==> config.mk <==
export PLATFORM = sky130hd
export DESIGN_NAME = serializer_10b
export DESIGN_NICKNAME = d
export VERILOG_FILES = /design/src/rtl/serializer_10b.sv
export SDC_FILE = /design/constraint.sdc
export NUM_CORES = 1
export LEC_CHECK = 0
export CORE_ASPECT_RATIO = 1.25
export CORE_UTILIZATION = 50
export DETAILED_ROUTE_END_ITERATION = 8
export DONT_BUFFER_PORTS = 1
export HOLD_SLACK_MARGIN = 0.03
export PLACE_DENSITY = 0.67
export SYNTH_ARGS = -nofsm -noshare
export SYNTH_HDL_FRONTEND = slang
export SYNTH_SLANG_ARGS = --single-unit
==> constraint.sdc <==
create_clock -name clk -period 4.5 [get_ports clk]
set_input_delay 0.225 -clock clk [delete_from_list [all_inputs] [get_ports clk]]
set_output_delay 0.225 -clock clk [all_outputs]
set_load 0.005 [all_outputs]
==> src/rtl/serializer_10b.sv <==
// 10-bit parallel-to-serial stage: one-entry holding buffer, MSB-first shift-out,
// symbol sync and underrun flags. Define SERIALIZER_10B_IDLE_COMMA_EN to fill gaps with K28.5.
module serializer_10b (
    input  logic       clk,
    input  logic       rst,
    input  logic [9:0] sym_in,
    input  logic       sym_valid,
    output logic       sym_ready,
    output logic       ser_out,
    output logic       ser_sync,
    output logic       underrun,
    output logic       active
);
`ifdef SERIALIZER_10B_IDLE_COMMA_EN
    localparam logic [9:0] FILL_NEG = 10'b0011111010;
    localparam logic [9:0] FILL_POS = 10'b1100000101;
    logic       fill_rd;
    logic       fill_rd_nxt;
`endif

    typedef enum logic {IDLE, SHIFT} state_t;

    state_t     state;
    state_t     state_nxt;
    logic [9:0] shreg;
    logic [9:0] shreg_nxt;
    logic [9:0] hold;
    logic [9:0] hold_nxt;
    logic [3:0] bit_cnt;
    logic [3:0] bit_cnt_nxt;
    logic       hold_full;
    logic       hold_full_nxt;
    logic       seen_data;
    logic       seen_data_nxt;
    logic       ser_out_nxt;
    logic       ser_sync_nxt;
    logic       underrun_nxt;
    logic       xfer;
    logic       load;
    logic       load_data;
    logic [9:0] load_sym;

    assign sym_ready = !hold_full;
    assign xfer      = sym_valid && sym_ready;

    always_comb begin
        state_nxt     = state;
        shreg_nxt     = shreg;
        hold_nxt      = hold;
        bit_cnt_nxt   = bit_cnt;
        hold_full_nxt = hold_full;
        seen_data_nxt = seen_data;
        ser_out_nxt   = 1'b0;
        ser_sync_nxt  = 1'b0;
        underrun_nxt  = 1'b0;
        load          = 1'b0;
        load_data     = 1'b0;
        load_sym      = sym_in;
`ifdef SERIALIZER_10B_IDLE_COMMA_EN
        fill_rd_nxt   = fill_rd;
`endif
        case (state)
            IDLE: begin
                if (xfer) begin
                    load      = 1'b1;
                    load_data = 1'b1;
`ifdef SERIALIZER_10B_IDLE_COMMA_EN
                end else begin
                    load        = 1'b1;
                    load_sym    = fill_rd ? FILL_POS : FILL_NEG;
                    fill_rd_nxt = !fill_rd;
`endif
                end
            end
            SHIFT: begin
                if (bit_cnt != 4'd9) begin
                    ser_out_nxt = shreg[4'd8 - bit_cnt];
                    bit_cnt_nxt = bit_cnt + 4'd1;
                    if (xfer) begin
                        hold_nxt      = sym_in;
                        hold_full_nxt = 1'b1;
                    end
                end else if (hold_full) begin
                    // sym_ready is low here, so no transfer can collide with the drain
                    load          = 1'b1;
                    load_data     = 1'b1;
                    load_sym      = hold;
                    hold_full_nxt = 1'b0;
                end else if (xfer) begin
                    load      = 1'b1;
                    load_data = 1'b1;
                end else begin
                    underrun_nxt = seen_data;
`ifdef SERIALIZER_10B_IDLE_COMMA_EN
                    load         = 1'b1;
                    load_sym     = fill_rd ? FILL_POS : FILL_NEG;
                    fill_rd_nxt  = !fill_rd;
`else
                    state_nxt    = IDLE;
`endif
                end
            end
            default: state_nxt = IDLE;
        endcase
        if (load) begin
            shreg_nxt    = load_sym;
            ser_out_nxt  = load_sym[9];
            ser_sync_nxt = 1'b1;
            bit_cnt_nxt  = 4'd0;
            state_nxt    = SHIFT;
            if (load_data) seen_data_nxt = 1'b1;
        end
    end

    always_ff @(posedge clk) begin
        if (!rst) begin
            state     <= IDLE;
            bit_cnt   <= 4'd0;
            hold_full <= 1'b0;
            seen_data <= 1'b0;
            ser_out   <= 1'b0;
            ser_sync  <= 1'b0;
            underrun  <= 1'b0;
            active    <= 1'b0;
`ifdef SERIALIZER_10B_IDLE_COMMA_EN
            fill_rd   <= 1'b0;
`endif
        end else begin
            state     <= state_nxt;
            bit_cnt   <= bit_cnt_nxt;
            hold_full <= hold_full_nxt;
            seen_data <= seen_data_nxt;
            ser_out   <= ser_out_nxt;
            ser_sync  <= ser_sync_nxt;
            underrun  <= underrun_nxt;
            active    <= (state_nxt == SHIFT);
`ifdef SERIALIZER_10B_IDLE_COMMA_EN
            fill_rd   <= fill_rd_nxt;
`endif
        end
    end

    // Data registers carry no reset; hold_full and the FSM gate their use.
    always_ff @(posedge clk) begin
        shreg <= shreg_nxt;
        hold  <= hold_nxt;
    end
endmodule

==> impl_metrics.env, run 1 <==
export IMPL_status="completed"
export IMPL_final_hold_violation_count=0
export IMPL_post_cts_resize_count=0
export IMPL_min_path_cells=1
export IMPL_post_synth_fa_ha_maj_area_fraction=0.0285
export IMPL_top_cell_type_s_share_of_synthesized_area=0.456
export IMPL_slowest_delay_ns=0.70
export IMPL_cpLargestDelayFamily="simple AND/OR/NAND/NOR gates"
export IMPL_dp_hpwl_mm=1.37
export IMPL_critPathKind="reg -> reg"
export IMPL_relSlewSlack=0.427
export IMPL_final_setup_tns_ns=0
export IMPL_combinational_family_with_the_most_area_after_synthesis="multiplexers"
export IMPL_power_frac_seq=0.620
export IMPL_drtPass1Iterations=4
export IMPL_tritoncts_num_buffers=5
export IMPL_layoutNonFillerInstCount=145
export IMPL_cp_start_kind="flop"
export IMPL_post_route_cells_drive_above_1_share=0.0893
export IMPL_grt_use_total=0.194
export IMPL_crit_fanout=10
export IMPL_finalSetupViolations=0
export IMPL_synthDistinctLibCells=31
export IMPL_synth_fp_nets=110
export IMPL_synth_compound_area_share=0.0551
export IMPL_ctsHtreeMaxLevel=2
export IMPL_clock_fmax_mhz=492
export IMPL_power_share_combinational=0.091
export IMPL_initial_core_utilization=0.537
export IMPL_n_fill_cell=222
export IMPL_rows=20
export IMPL_die_height_um=59.4
export IMPL_leakagePower_nw=0.568
export IMPL_postRouteAntennaNets=0
export IMPL_fin_skew_ns=0.00459
export IMPL_drcViolationCount=0
export IMPL_cts_reportedPaths_clkPinSlew_ns=0.09
export IMPL_syn_avg_cell_area_um2=14.0
export IMPL_place_gp_congestion=0.821
export IMPL_initialDrtViolationCount=14
export IMPL_cp_depth=5
export IMPL_grt_first_pass_wirelength_mm=3.54
export IMPL_grt_pass1_vias=774
export IMPL_syn_to_final_growth_pct=15.3
export IMPL_dpl_cell_count=124
export IMPL_nets=127
export IMPL_postSynthRegisterBits=30
export IMPL_worst_slew_pin_slew_ns=0.856
export IMPL_number_of_setup_buffers_added_after_cts=0
export IMPL_ios=18
export IMPL_netlist_top_cell_by_area="edfxtp_1"
export IMPL_chipWidth_um=47.9
export IMPL_vdd_drop_max_v=0.000252
export IMPL_yosys_area_share_simple=0.118
export IMPL_worstPathRequired_ns=4.46
export IMPL_switching_share=0.237
export IMPL_grt_overflow=0
export IMPL_final_core_util=0.619
export IMPL_final_period_minus_worst_setup_slack_ns=2.03
export IMPL_min_period_over_period=0.451
export IMPL_design_die_area_um2=2850
export IMPL_drv_slew=0
export IMPL_grt_setup_unrepaired="false"
export IMPL_ff_latch_area_um2=801
export IMPL_post_synth_main_area_contributors="edfxtp_1, dfxtp_1, mux2_1"
export IMPL_yosys_mux_area_fraction=0.141
export IMPL_cts_hold_fix_buffers=13
export IMPL_synth_xor_xnor_area_share=0.0266
export IMPL_cp_slowest_cell="nor2_1"
export IMPL_clock_tree_from_tritoncts="built"
export IMPL_timing_critical_path_cells="inv_1 -> ha_1 -> nand3b_4 -> nand2_2 -> nor2_1"
export IMPL_synth_warning_count=0
export IMPL_grt_antenna_before_repair=0
export IMPL_cts_sinks=30
export IMPL_worst_hold_path_type="in -> reg"
export IMPL_routed_wire_length_per_instance_um=14.9
export IMPL_grt_start_max_net_pins=15
export IMPL_total_switching_power_mw=0.123
export IMPL_multi_input_comb_area_um2=485
export IMPL_dr_total_vias=781
export IMPL_synth_area_um2=1320
export IMPL_cts_path_max_buffers=2
export IMPL_drt_total_wl_mm=2.16
export IMPL_synth_seq_area_share=0.608
export IMPL_clk_insertion_delay_late_ns=0.33
export IMPL_internal_power_mw=0.394
export IMPL_crit_path_end_kind="flop"
export IMPL_crit_arrival_ns=1.99
export IMPL_cts_root_buffer_cell="clkbuf_4"
export IMPL_path_buf_inv=1
export IMPL_p_per_area_nw_per_um2=340
export IMPL_fp_coreArea_um2=2450
export IMPL_buffer_ports_inserted=0
export IMPL_netlist_instances=94
export IMPL_clockPowerShare=0.289
export IMPL_antenna_cells_inserted=0
export IMPL_worstRegToRegCells=5
export IMPL_maxCapViolCount=0
export IMPL_detail_route_vias_per_cell=5.39
## power groups by stage
stage,Sequential (mW),Clock (mW),Combinational [mW]
6_report,0.320,0.149,0.0471
5_1_grt,0.322,0.163,0.0520
3_5_place_dp,0.327,0,0.0384
3_3_place_gp,0.326,0,0.0380
2_1_floorplan,0.320,0,0.0375
4_1_cts,0.320,0.155,0.0472
## worst paths after layout
path / start / end / slack [ns]
worst min register to register: seen_data / seen_data / 0.49
worst max register to register: bit_cnt[1] / hold[3] / 2.47
worst max-delay path: bit_cnt[1] / hold[3] / 2.47
worst min-delay path: rst / state / 0.04
## state kept, by name, summed over array words and instances (netlist names)
| name | count |
|---|---|
| hold | 10 |
| shreg | 10 |
| bit_cnt | 4 |
| hold_full | 1 |
| seen_data | 1 |
| ser_out | 1 |
| ser_sync | 1 |
| state | 1 |
| underrun | 1 |
## through the flow
step | power (mW) | hold WS [ns] | cell area [um^2] | setup slack [ns]
after global routing | 0.538 | 0.0328 | 1520 | 2.26
after global placement | 0.364 | 0.305 | 1340 | 2.51
after floorplan | 0.358 | 0.301 | 1320 | 2.79
final | 0.516 | 0.0385 | 1520 | 2.47
after CTS | 0.522 | 0.0322 | 1520 | 2.40
after detailed placement | 0.365 | 0.304 | 1340 | 2.45
## cell families (layout without fill, tap and decap cells)
family                   after synthesis  in the layout
AO/OA/AOI/OAI                         10             10
flip-flops                            30             30
adder cells (fa/ha/maj)                3              3
XOR/XNOR                               4              4
multiplexers                          14             14
AND/OR/NAND/NOR                       27             27
buffers and inverters                  6             24
## synth_stat cells (all sizes together)
cell type,count
edfxtp,20
nor3,3
o21a,1
buf,2
mux2i,2
nor4,1
dfxtp,10
a21boi,2
nand2b,1
clkbuf,1
nand4,2
nor4b,1
and3b,2
mux2,10
nand3,1
mux4,2
nand2,9
ha,3
and2,1
o21ai,2
xor2,3
inv,3
nand3b,1
a21oi,4
nor2,5
xnor2,1
o31a,1
## cell type report
cell class	count	share of cell area
repair buffers	13	0.0857
clock buffers	6	0.0272
flip-flops and latches	30	0.527
multi-input cells	58	0.320
clock inverters	2	0.00577
inverters	3	0.00741
well taps	33	0.0272
## placed cells by master, fill, tap and decap left out, types with 2 or more instances in the layout
cell,n
a21boi_0,2
ha_1,3
xor2_1,3
mux2i_1,2
inv_1,3
edfxtp_1,20
o21ai_0,2
mux4_1,2
dfxtp_1,10
nand4_1,2
nor3_1,3
clkbuf_4,5
nor2_1,4
nand2_1,8
and3b_1,2
dlygate4sd3_1,13
mux2_1,10
a21oi_1,3
## per-layer routing
| layer | global-route usage | share of wire | vias to the layer above |
|---|---|---|---|
| met5 | 0 | 0 | - |
| met4 | 0.131 | 0.032 | 0 |
| met3 | 0.0579 | 0.037 | 8 |
| li1 | - | - | 381 |
| met2 | 0.301 | 0.52 | 21 |
| met1 | 0.220 | 0.41 | 371 |
## worst reg2reg max path, cell delays in order, from the launching register on
cell      delay, ns
dfxtp_1        0.41
inv_1          0.09
ha_1           0.22
nand3b_4       0.13
nand2_2        0.11
nor2_1         0.70
Note: power is estimated with default switching activity, not from simulation.
==> run 2, diff against run 1 <==
==> constraint.sdc (replaced) <==
create_clock -name clk -period 1.9 [get_ports clk]
set_input_delay 0.095 -clock clk [delete_from_list [all_inputs] [get_ports clk]]
set_output_delay 0.095 -clock clk [all_outputs]
set_load 0.005 [all_outputs]
==> run 2 against run 1 <==
  * Critical path depth increased by 1
  * Highest routed layer unchanged
  * Sequential cell count unchanged
  * Critical path type unchanged
  * Clock-buffer cell count increased by 1
  * Global-route usage decreased by 1.1 points
  * Register-to-register slack got worse by 2.4 ns
  * Worst setup slack got worse by 2.4 ns
  * First-iteration DRC count increased by 7.1%
  * Combinational power increased to 2.8 times the previous value
  * Via count increased by 2.3%
  * Die area unchanged
  * Wire length decreased by 3.0%
==> impl_metrics.env, run 2 (synthesis gave the netlist of run 1 again) <==
export IMPL_status="completed"
export IMPL_grt_start_max_net_pins=11
export IMPL_worst_hold_path_type="in -> reg"
export IMPL_crit_fanout=5
export IMPL_crit_arrival_ns=2.03
export IMPL_reg2reg_from="bit_cnt[0]"
export IMPL_placed_area_um2=1400
export IMPL_grt_antenna_before_repair=0
export IMPL_dr_total_vias=799
export IMPL_worst_slew_pin_slew_ns=0.305
export IMPL_layoutNonFillerInstCount=150
export IMPL_timing_critical_path_cells="inv_1 -> ha_1 -> mux4_1 -> mux2i_1 -> nor3_1 -> o31a_1"
export IMPL_final_hold_violation_count=0
export IMPL_dp_hpwl_mm=1.53
export IMPL_post_route_cells_drive_above_1_share=0.145
export IMPL_slowest_delay_ns=0.43
export IMPL_fp_coreArea_um2=2450
export IMPL_grt_setup_unrepaired="false"
export IMPL_drv_slew=0
export IMPL_ios=18
export IMPL_min_path_cells=2
export IMPL_n_fill_cell=213
export IMPL_largest_registers="hold: 10 flops, shreg: 10 flops, bit_cnt: 4 flops"
export IMPL_worstPathRequired_ns=2.13
export IMPL_fin_skew_ns=0.0137
export IMPL_finalSetupViolations=0
export IMPL_initialDrtViolationCount=15
export IMPL_final_period_minus_worst_setup_slack_ns=1.80
export IMPL_tritoncts_num_buffers=5
export IMPL_leakagePower_nw=0.600
export IMPL_timing_critical_path_from="bit_cnt[0]"
export IMPL_postRouteAntennaNets=0
export IMPL_crit_path_end_kind="flop"
export IMPL_cp_slowest_cell="dfxtp_1"
export IMPL_total_power_mw=1.27
export IMPL_drtPass1Iterations=4
export IMPL_final_design_area_no_fill_um2=1580
export IMPL_detail_route_vias_per_cell=5.33
export IMPL_layout_common_cells="edfxtp_1, dlygate4sd3_1, mux2_1, dfxtp_1, nand2_1"
export IMPL_chipWidth_um=47.9
export IMPL_grt_first_pass_wirelength_mm=3.37
export IMPL_nets=132
export IMPL_dpl_cell_count=130
export IMPL_drcViolationCount=0
export IMPL_cp_start_kind="flop"
export IMPL_number_of_setup_buffers_added_after_cts=0
export IMPL_critPathKind="reg -> reg"
export IMPL_clock_fmax_mhz=555
export IMPL_rows=20
export IMPL_vdd_drop_max_v=0.000576
export IMPL_clk_insertion_delay_late_ns=0.32
export IMPL_grt_overflow=0
export IMPL_relSlewSlack=0.791
export IMPL_routed_wire_length_per_instance_um=14.0
export IMPL_cts_reportedPaths_clkPinSlew_ns=0.10
export IMPL_initial_core_utilization=0.537
export IMPL_antenna_cells_inserted=0
export IMPL_p_per_area_nw_per_um2=804
export IMPL_clock_tree_from_tritoncts="built"
export IMPL_place_gp_congestion=0.842
export IMPL_min_period_over_period=0.949
export IMPL_ctsHtreeMaxLevel=2
export IMPL_grt_pass1_vias=780
export IMPL_worstRegToRegCells=6
export IMPL_maxCapViolCount=0
export IMPL_buffer_ports_inserted=0
export IMPL_syn_to_final_growth_pct=19.7
export IMPL_final_common_cell="edfxtp_1"
export IMPL_design_die_area_um2=2850
export IMPL_die_height_um=59.4
export IMPL_hold_path_startpoint="sym_valid"
export IMPL_grt_use_total=0.183
export IMPL_cts_sinks=30
export IMPL_drt_total_wl_mm=2.10
export IMPL_cts_path_max_buffers=2
export IMPL_cts_root_buffer_cell="clkbuf_4"
export IMPL_final_setup_tns_ns=0
-- run 2: cell count changes in the layout (fill, tap and decap cells not counted), sizes merged --
cell,previous run,this run
buf,0,6
clkbuf,6,7
clkinv,2,1
dlygate4sd3,13,12
-- run 2: final timing paths --
check	endpoint	slack (ns)
setup / recovery	ser_out	0.1
hold / removal	hold_full	0.04
setup reg to reg	ser_out	0.1
hold reg to reg	underrun	0.47
-- run 2: critical path: cells and delay by family (launching register included) --
family / cells / cell delay (ns)
AOI/OAI and AO/OA: 1 / 0.27
adders and majority gates: 1 / 0.36
buffers and inverters: 1 / 0.11
DFF: 1 / 0.43
muxes: 2 / 0.47
and+or+nand+nor: 1 / 0.07
-- run 2: routing by layer --
metal,share of wire,GRT usage,up-vias
li1,-,-,392
met1,0.45,0.207,387
met2,0.50,0.282,16
met3,0.036,0.0823,4
met4,0.016,0.0952,0
met5,0,0,-
-- run 2: through the flow --
step | setup slack (ns) | hold WS [ns] | utilization
floorplan | 0.188 | 0.171 | -
global placement | 0.221 | 0.175 | 0.569
detailed placement | 0.107 | 0.183 | 0.569
CTS | 0.102 | 0.0318 | 0.643
global route | 0.00551 | 0.0326 | 0.643
finish | 0.0968 | 0.0448 | 0.643
-- run 2: final cells by class --
class                           instances  area (um^2)  area share
Inverter                                3         11.3     0.00714
Timing Repair Buffer                   18          178       0.113
Tap cell                               33         41.3      0.0262
Multi-Input combinational cell         58          485       0.308
Clock buffer                            7         55.1      0.0349
Clock inverter                          1         5.00     0.00317
Sequential cell                        30          801       0.508
-- run 2: report_power, final --
group	leakage (nW)	switching (mW)	internal, mW
sequential	0.269	0.0161	0.735
clock	0.0353	0.206	0.179
combinational	0.296	0.0644	0.0668
-- run 2: what timing repair did --
item / 4_1_cts / 5_1_grt
hold buffers: 12 / 0
setup endpoints to repair: 0 / 0
resized for setup: 0 / 0
endpoints found under the hold margin: 30 / 0
==> run 3, diff against run 2 <==
==> constraint.sdc (replaced) <==
create_clock -name clk -period 1.9 [get_ports clk]
set_input_delay 0 -clock clk [delete_from_list [all_inputs] [get_ports clk]]
set_output_delay 0 -clock clk [all_outputs]
set_load 0.005 [all_outputs]
==> run 3 against run 2 <==
  * Sequential share of layout area unchanged
  * Utilization unchanged
  * Clock power about the same
  * Register-to-register slack about the same
  * Sequential cell count unchanged
  * Critical endpoint unchanged
  * Highest routed layer unchanged
==> impl_metrics.env, run 3 (synthesis gave the netlist of run 1 again) <==
export IMPL_vdd_drop_max_v=0.000576
export IMPL_cts_reportedPaths_clkPinSlew_ns=0.10
export IMPL_timing_final_ws_setup_ns=0.0968
export IMPL_ctsHtreeMaxLevel=2
export IMPL_final_setup_tns_ns=0
export IMPL_post_cts_resize_count=0
export IMPL_grt_start_max_net_pins=11
export IMPL_nets=132
export IMPL_clockPowerShare=0.304
export IMPL_initialDrtViolationCount=15
export IMPL_design_die_area_um2=2850
export IMPL_drtPass1Iterations=4
export IMPL_largest_registers="hold: 10 flops, shreg: 10 flops, bit_cnt: 4 flops"
export IMPL_total_switching_power_mw=0.286
export IMPL_grt_setup_unrepaired="false"
export IMPL_power_share_combinational=0.104
export IMPL_status="completed"
export IMPL_leakagePower_nw=0.600
export IMPL_layout_common_cells="edfxtp_1, dlygate4sd3_1, mux2_1, dfxtp_1, nand2_1"
export IMPL_cts_root_buffer_cell="clkbuf_4"
export IMPL_p_per_area_nw_per_um2=804
export IMPL_grt_first_pass_wirelength_mm=3.37
export IMPL_number_of_setup_buffers_added_after_cts=0
export IMPL_switching_share=0.226
export IMPL_crit_arrival_ns=2.03
export IMPL_worstPathRequired_ns=2.13
export IMPL_maxCapViolCount=0
export IMPL_worst_slew_pin_slew_ns=0.304
export IMPL_drv_slew=0
export IMPL_cts_sinks=30
export IMPL_cts_path_max_buffers=2
export IMPL_dpl_cell_count=130
export IMPL_pre_cts_slack_ns=0.107
export IMPL_clock_tree_from_tritoncts="built"
export IMPL_detail_route_vias_per_cell=5.32
export IMPL_final_period_minus_worst_setup_slack_ns=1.80
export IMPL_grt_use_total=0.183
export IMPL_dp_hpwl_mm=1.53
export IMPL_post_route_cells_drive_above_1_share=0.145
export IMPL_rows=20
export IMPL_ios=18
export IMPL_relSlewSlack=0.792
export IMPL_routed_wire_length_per_instance_um=14.0
export IMPL_place_gp_congestion=0.842
export IMPL_tritoncts_num_buffers=5
export IMPL_grt_overflow=0
export IMPL_fin_skew_ns=0.0137
export IMPL_finalSetupViolations=0
export IMPL_clock_fmax_mhz=555
export IMPL_worst_hold_path_type="in -> reg"
export IMPL_cts_hold_fix_buffers=12
export IMPL_die_height_um=59.4
export IMPL_buffer_ports_inserted=0
export IMPL_crit_path_end_kind="flop"
export IMPL_power_frac_seq=0.593
export IMPL_critPathKind="reg -> reg"
export IMPL_layoutNonFillerInstCount=150
export IMPL_hold_worst_slack_ns=0.0903
export IMPL_internal_power_mw=0.981
export IMPL_syn_to_final_growth_pct=19.7
export IMPL_crit_fanout=5
export IMPL_drcViolationCount=0
export IMPL_final_hold_violation_count=0
export IMPL_grt_antenna_before_repair=0
export IMPL_final_common_cell="edfxtp_1"
export IMPL_dr_total_vias=798
export IMPL_min_period_over_period=0.949
export IMPL_clk_insertion_delay_late_ns=0.32
export IMPL_initial_core_utilization=0.537
export IMPL_drt_total_wl_mm=2.09
export IMPL_grt_pass1_vias=782
export IMPL_chipWidth_um=47.9
export IMPL_postRouteAntennaNets=0
export IMPL_fp_coreArea_um2=2450
export IMPL_antenna_cells_inserted=0
export IMPL_cp_start_kind="flop"
run 3: cell counts in the layout (fill, tap and decap cells not counted):
No cell type changed its count.
run 3: final cells by class:
class,instances,area [um^2]
clock buffer,7,55.1
clock inverter,1,5.00
fill,213,876
inverter,3,11.3
multi-input combinational,58,485
sequential,30,801
tap,33,41.3
timing repair buffer,18,178
run 3: critical path, stage by stage, from the launching register on:
cell and delay [ns]:
dfxtp_1 0.43, inv_1 0.11, ha_1 0.36, mux4_1 0.31, mux2i_1 0.16, nor3_1 0.07, o31a_1 0.27
run 3: path summary, 6_finish.rpt:
kind	startpoint	to	slack (ns)	cells after the start
worst max-delay path	bit_cnt[0]	ser_out	0.1	6
worst min-delay path	sym_valid	seen_data	0.09	3
worst max register to register	bit_cnt[0]	ser_out	0.1	6
worst min register to register	seen_data	underrun	0.47	2
run 3: per-layer routing:
layer	GRT usage	wire (um)	vias up	share of wire
li1	-	-	391	-
met1	0.205	931	387	0.44
met2	0.284	1050	16	0.50
met3	0.0823	75	4	0.036
met4	0.0952	34	0	0.016
met5	0	0	-	0
run 3: power by group through the flow:
stage	logic (mW)	clock network (mW)	registers [mW]
final	0.131	0.385	0.751
after global routing	0.144	0.425	0.755
after CTS	0.132	0.398	0.752
after detailed placement	0.107	0	0.767
after global placement	0.104	0	0.767
after floorplan	0.0889	0	0.759
run 3: per-stage QoR:
stage / instance area (um^2) / utilization / power [mW]
6_report: 1580 / 0.643 / 1.27
5_1_grt: 1580 / 0.643 / 1.32
4_1_cts: 1580 / 0.643 / 1.28
3_5_place_dp: 1400 / 0.569 / 0.875
3_3_place_gp: 1400 / 0.569 / 0.871
2_1_floorplan: 1320 / - / 0.848
